$ cat config.mk
export PLATFORM = sky130hd
export DESIGN_NAME = fpga_boot_sequencer
export DESIGN_NICKNAME = d
export VERILOG_FILES = /design/src/rtl/fpga_boot_pkg.sv /design/src/rtl/fpga_sync_2ff.sv /design/src/rtl/fpga_boot_sequencer.sv
export SDC_FILE = /design/constraint.sdc
export NUM_CORES = 1
export LEC_CHECK = 0
export BUFFER_PORTS_ARGS = -buffer_cell sky130_fd_sc_hd__clkbuf_2
export CORE_MARGIN = 1.5
export CORE_UTILIZATION = 53
export DETAILED_ROUTE_END_ITERATION = 7
export PLACE_DENSITY = 0.76
export SLEW_MARGIN = 0
export SYNTH_ARGS = -nofsm -noshare
export SYNTH_HDL_FRONTEND = slang
export SYNTH_SLANG_ARGS = --single-unit
$ cat constraint.sdc
create_clock -name clk_i -period 2.9 [get_ports clk_i]
set_input_delay 0.29 -clock clk_i [delete_from_list [all_inputs] [get_ports clk_i]]
set_output_delay 0.29 -clock clk_i [all_outputs]
set_load 0.01 [all_outputs]
$ cat src/rtl/fpga_boot_pkg.sv
// rtl/fpga_boot_pkg.sv - shared state encoding and constants for the FPGA boot sequencer
package fpga_boot_pkg;

    typedef enum logic [2:0] {
        ST_IDLE      = 3'd0,
        ST_LOCK_WAIT = 3'd1,
        ST_HOLD      = 3'd2,
        ST_RUN       = 3'd3,
        ST_DONE      = 3'd4
    } boot_state_t;

    // Wide enough for the largest hold time (255 cycles).
    localparam int unsigned CNT_W = 8;

endpackage

$ cat src/rtl/fpga_sync_2ff.sv
// rtl/fpga_sync_2ff.sv - two-flop synchronizer for one asynchronous strap pad
module fpga_sync_2ff (
    input  logic clk_i,
    input  logic rst_ni,
    input  logic d_i,
    output logic q_o
);

    logic meta;

    always_ff @(posedge clk_i or negedge rst_ni) begin
        if (!rst_ni) begin
            meta <= 1'b0;
            q_o  <= 1'b0;
        end else begin
            meta <= d_i;
            q_o  <= meta;
        end
    end

endmodule

$ cat src/rtl/fpga_boot_sequencer.sv
// rtl/fpga_boot_sequencer.sv - sequences PLL lock, SoC reset release, strap latching and exit status
module fpga_boot_sequencer
    import fpga_boot_pkg::*;
#(
    parameter int unsigned RST_HOLD_CYCLES    = 16,
    parameter int unsigned LOCK_FILTER_CYCLES = 4,
    parameter int unsigned LED_CNT_LEN        = 24
) (
    input  logic        clk_i,
    input  logic        rst_ni,
    input  logic        pll_locked_i,
    input  logic        boot_select_pad_i,
    input  logic        execute_from_flash_pad_i,
    input  logic        soft_restart_i,
    input  logic        exit_valid_i,
    input  logic [31:0] exit_value_i,
    output logic        soc_rst_no,
    output logic        boot_select_o,
    output logic        execute_from_flash_o,
    output logic [2:0]  state_o,
    output logic        done_o,
    output logic        pass_o,
    output logic [31:0] exit_code_o,
    output logic        status_led_o
);

    localparam logic [CNT_W-1:0] LOCK_LAST = CNT_W'(LOCK_FILTER_CYCLES - 1);
    localparam logic [CNT_W-1:0] HOLD_LAST = CNT_W'(RST_HOLD_CYCLES - 1);

    boot_state_t            state;
    logic [CNT_W-1:0]       cnt;
    logic [LED_CNT_LEN-1:0] led_cnt;
    logic                   boot_select_sync;
    logic                   execute_from_flash_sync;

    fpga_sync_2ff u_sync_boot_select (
        .clk_i  (clk_i),
        .rst_ni (rst_ni),
        .d_i    (boot_select_pad_i),
        .q_o    (boot_select_sync)
    );

    fpga_sync_2ff u_sync_execute_from_flash (
        .clk_i  (clk_i),
        .rst_ni (rst_ni),
        .d_i    (execute_from_flash_pad_i),
        .q_o    (execute_from_flash_sync)
    );

    assign state_o = state;

    always_ff @(posedge clk_i or negedge rst_ni) begin
        if (!rst_ni) begin
            state                <= ST_IDLE;
            cnt                  <= '0;
            soc_rst_no           <= 1'b0;
            boot_select_o        <= 1'b0;
            execute_from_flash_o <= 1'b0;
            done_o               <= 1'b0;
            pass_o               <= 1'b0;
            exit_code_o          <= '0;
        end else if (state != ST_IDLE && !pll_locked_i) begin
            // Losing lock overrides every other event, whatever the state.
            state       <= ST_IDLE;
            cnt         <= '0;
            soc_rst_no  <= 1'b0;
            done_o      <= 1'b0;
            pass_o      <= 1'b0;
            exit_code_o <= '0;
        end else begin
            case (state)
                ST_IDLE: begin
                    cnt        <= '0;
                    soc_rst_no <= 1'b0;
                    if (pll_locked_i) state <= ST_LOCK_WAIT;
                end
                ST_LOCK_WAIT: begin
                    if (cnt == LOCK_LAST) begin
                        cnt   <= '0;
                        state <= ST_HOLD;
                    end else begin
                        cnt <= cnt + 1'b1;
                    end
                end
                ST_HOLD: begin
                    if (cnt == HOLD_LAST) begin
                        cnt                  <= '0;
                        state                <= ST_RUN;
                        soc_rst_no           <= 1'b1;
                        boot_select_o        <= boot_select_sync;
                        execute_from_flash_o <= execute_from_flash_sync;
                    end else begin
                        cnt <= cnt + 1'b1;
                    end
                end
                ST_RUN: begin
                    // Restart takes priority over a coincident exit strobe.
                    if (soft_restart_i) begin
                        state      <= ST_HOLD;
                        cnt        <= '0;
                        soc_rst_no <= 1'b0;
                    end else if (exit_valid_i) begin
                        state       <= ST_DONE;
                        exit_code_o <= exit_value_i;
                        done_o      <= 1'b1;
                        pass_o      <= (exit_value_i == 32'd0);
                    end
                end
                ST_DONE: begin
                    if (soft_restart_i) begin
                        state       <= ST_HOLD;
                        cnt         <= '0;
                        soc_rst_no  <= 1'b0;
                        done_o      <= 1'b0;
                        pass_o      <= 1'b0;
                        exit_code_o <= '0;
                    end
                end
                default: begin
                    state      <= ST_IDLE;
                    cnt        <= '0;
                    soc_rst_no <= 1'b0;
                end
            endcase
        end
    end

    always_ff @(posedge clk_i or negedge rst_ni) begin
        if (!rst_ni) begin
            led_cnt      <= '0;
            status_led_o <= 1'b0;
        end else begin
            led_cnt <= led_cnt + 1'b1;
            case (state)
                ST_HOLD: status_led_o <= 1'b1;
                ST_RUN:  status_led_o <= led_cnt[LED_CNT_LEN-1];
                ST_DONE: status_led_o <= pass_o ? 1'b1 : led_cnt[LED_CNT_LEN-3];
                default: status_led_o <= 1'b0;
            endcase
        end
    end

endmodule

==> results_dict.tcl <==
set metrics [dict create \
    status "completed" \
    synth-main-ff-cell "dfrtp_1" \
    antenna_found_initial 0 \
    cp_top_family "simple AND/OR/NAND/NOR gates" \
    synth-async-reset-ratio 1.00 \
    final_util 0.664 \
    max_cap_violations 0 \
    finish.net_count 406 \
    grt_pass1_vias 2277 \
    layout.cells.non_filler 445 \
    avgRoutedWirePerCell_um 15.2 \
    arrival_ps 2500 \
    clkSinkCount 77 \
    grt_overflow 0 \
    fp.dieW_um 81.9 \
    clock.fmax_ghz 0.443 \
    ctsHoldBuffers 0 \
    fill_cells 473 \
    crit_fanout 12 \
    fp-row-count 28 \
    grt_use_total 0.212 \
    crit_chain "or4_4 > o31a_1 > nor4_1 > mux2_1" \
    rsz0062_at_grt "false" \
    yosysSeqAreaShare 0.584 \
    worstSetupPathType "reg -> reg" \
    dieArea_um2 6700 \
    die_h_um 81.9 \
    final_antenna_net_count 0 \
    min_path_type "in -> async" \
    place_area_um2 3760 \
    core_um2 5960 \
    cts-buffers-inserted 9 \
    setup_violations 0 \
    fin_crit_ps 2260 \
    vias_per_cell 5.67 \
    syn_area_um2 3300 \
    drc 0 \
    grt_max_degree 78 \
    start_kind "register" \
    num_vias 2522 \
    port_buffers 79 \
    skew_ps 10.5 \
    hold_slack_ps 45.2 \
    crit_required_ps 3140 \
    final_area_um2 3950 \
    yosysWarningCount 0 \
    worstMarginPinSlew_ps 936 \
    gp_congestion 0.881 \
    dp_cells 429 \
    clk_pin_slew_worst_paths_ps 80 \
    power_leakage_nw 1.98 \
    area_growth_pct 19.9 \
    drt_iter0_markers 79 \
    hpwlAfterDp_um 4640 \
    initial_core_util 0.554 \
    cts_setup_buffers 0 \
    n_antenna_cell 0 \
    synth_fp_nets 326 \
    ios 80 \
    finalWorstSetupSlack_ps 642 \
    ys_ff_latch 77 \
    cts_root_buf "clkbuf_8" \
    power_density_nw_per_um2 625 \
    ir_worst_vdd_mv 0.481 \
    syn_inst 285 \
    htreeDepth 3 \
    tns_ps 0 \
    crit_path_end_kind "register" \
    routed_wl_um 6770 \
    total_power_mw 2.47 \
    cts_resized 0 \
    firstDrtPassIters 4 \
    insertion_delay_ps 360 \
    slowest_stage "or4_4" \
    cts_tree "built" \
    hold_viol 0 \
    slew_viol_final 0 \
    clockBufferDepth 2 \
    cpPeakStageDelay_ps 580 \
    relSlewSlack 0.376 \
    grt_pass1_wl_um 10600 \
    pre_cts_ws_ps 664 \
    fin_crit_sh 0.779 \
    final_layout_size_suffix_gt1_frac 0.284 \
    synth-edff-count 0 \
    crit_buf_inv 0 \
    synth_cell_types 45 \
    avgSynthCellArea_um2 11.6 \
]
state kept, by name, summed over array words and instances, names as in the netlist:
| register | cells |
|---|---|
| boot_select_o | 1 |
| cnt | 8 |
| done_o | 1 |
| execute_from_flash_o | 1 |
| exit_code_o | 32 |
| led_cnt | 24 |
| pass_o | 1 |
| soc_rst_no | 1 |
| state_o | 3 |
| status_led_o | 1 |
| u_sync_boot_select.meta | 1 |
| u_sync_boot_select.q_o | 1 |
| u_sync_execute_from_flash.meta | 1 |
| u_sync_execute_from_flash.q_o | 1 |
kinds of logic (layout without fill, tap and decap cells):
logic type	Yosys count	in the layout	synth area share
AND/OR/NAND/NOR	98	98	0.160
flip-flops	77	77	0.584
AO/OA/AOI/OAI	63	63	0.155
XOR/XNOR	22	22	0.0584
buffers and inverters	20	105	0.0243
multiplexers	3	3	0.0102
adder cells (fa/ha/maj)	2	2	0.00759
metal layers:
layer | up-vias | GRT usage | share of wire
li1 | 1227 | - | -
met1 | 1240 | 0.282 | 0.45
met2 | 43 | 0.324 | 0.50
met3 | 12 | 0.0378 | 0.029
met4 | 0 | 0.125 | 0.020
met5 | - | 0 | 0
worst reg2reg max path: stages (launching register included):
cell and delay [ps]:
dfrtp_1 450, or4_4 580, o31a_1 420, nor4_1 350, mux2_1 350
final cells by class:
cell class	instances	area [µm²]	area share
Sequential cell	77	1930	0.487
Inverter	6	22.5	0.00570
Multi-Input combinational cell	188	1290	0.326
Timing Repair Buffer	83	428	0.108
Clock inverter	6	63.8	0.0161
Clock buffer	10	128	0.0323
Tap cell	75	93.8	0.0237
synthesized netlist by cell type (3+ instances only):
| library cell | n | area, µm² |
|---|---|---|
| and3_1 | 3 | 18.8 |
| nor2_1 | 15 | 56.3 |
| nor3_1 | 7 | 35.0 |
| and4_1 | 3 | 26.3 |
| o211ai_1 | 5 | 37.5 |
| or2_2 | 3 | 18.8 |
| nand2_1 | 21 | 78.8 |
| o21ai_0 | 5 | 25.0 |
| xor2_1 | 6 | 52.6 |
| o21a_1 | 3 | 22.5 |
| buf_2 | 4 | 20.0 |
| nand4_1 | 10 | 62.6 |
| clkbuf_1 | 10 | 37.5 |
| nor4_1 | 12 | 75.1 |
| nand3_1 | 11 | 55.1 |
| dfrtp_1 | 77 | 1930 |
| xnor2_1 | 16 | 140 |
| a22o_1 | 34 | 298 |
| inv_1 | 6 | 22.5 |
cells in the final DEF (no fill, tap or decap), types with 7 or more instances in the layout:
cell type,instances
clkbuf_2,78
dfrtp_1,77
a22o_1,34
nand2_1,21
xnor2_1,16
nor2_1,15
nor4_1,12
nand3_1,11
nand4_1,10
clkbuf_8,9
nor3_1,7
worst paths after layout:
check / start / end / cells past startpoint / slack, ps
worst max-delay path: cnt[4]$_DFFE_PN0P_ / state_o[1]$_DFFE_PN0P_ / 4 / 640
worst min-delay path: rst_ni / cnt[4]$_DFFE_PN0P_ / 1 / 50
worst max register to register: cnt[4]$_DFFE_PN0P_ / state_o[1]$_DFFE_PN0P_ / 4 / 640
worst min register to register: u_sync_execute_from_flash.meta$_DFF_PN0_ / u_sync_execute_from_flash.q_o$_DFF_PN0_ / 0 / 350
max in group asynchronous: rst_ni / u_sync_boot_select.q_o$_DFF_PN0_ / 1 / 2210
min in group clk_i: boot_select_pad_i / u_sync_boot_select.meta$_DFF_PN0_ / 1 / 50
where the power goes:
group | switching, mW | internal, mW | leakage (nW)
sequential | 0.0886 | 1.14 | 1.05
clock | 0.394 | 0.396 | 0.0923
combinational | 0.278 | 0.176 | 0.837
Power figures use the tool's default switching activity.
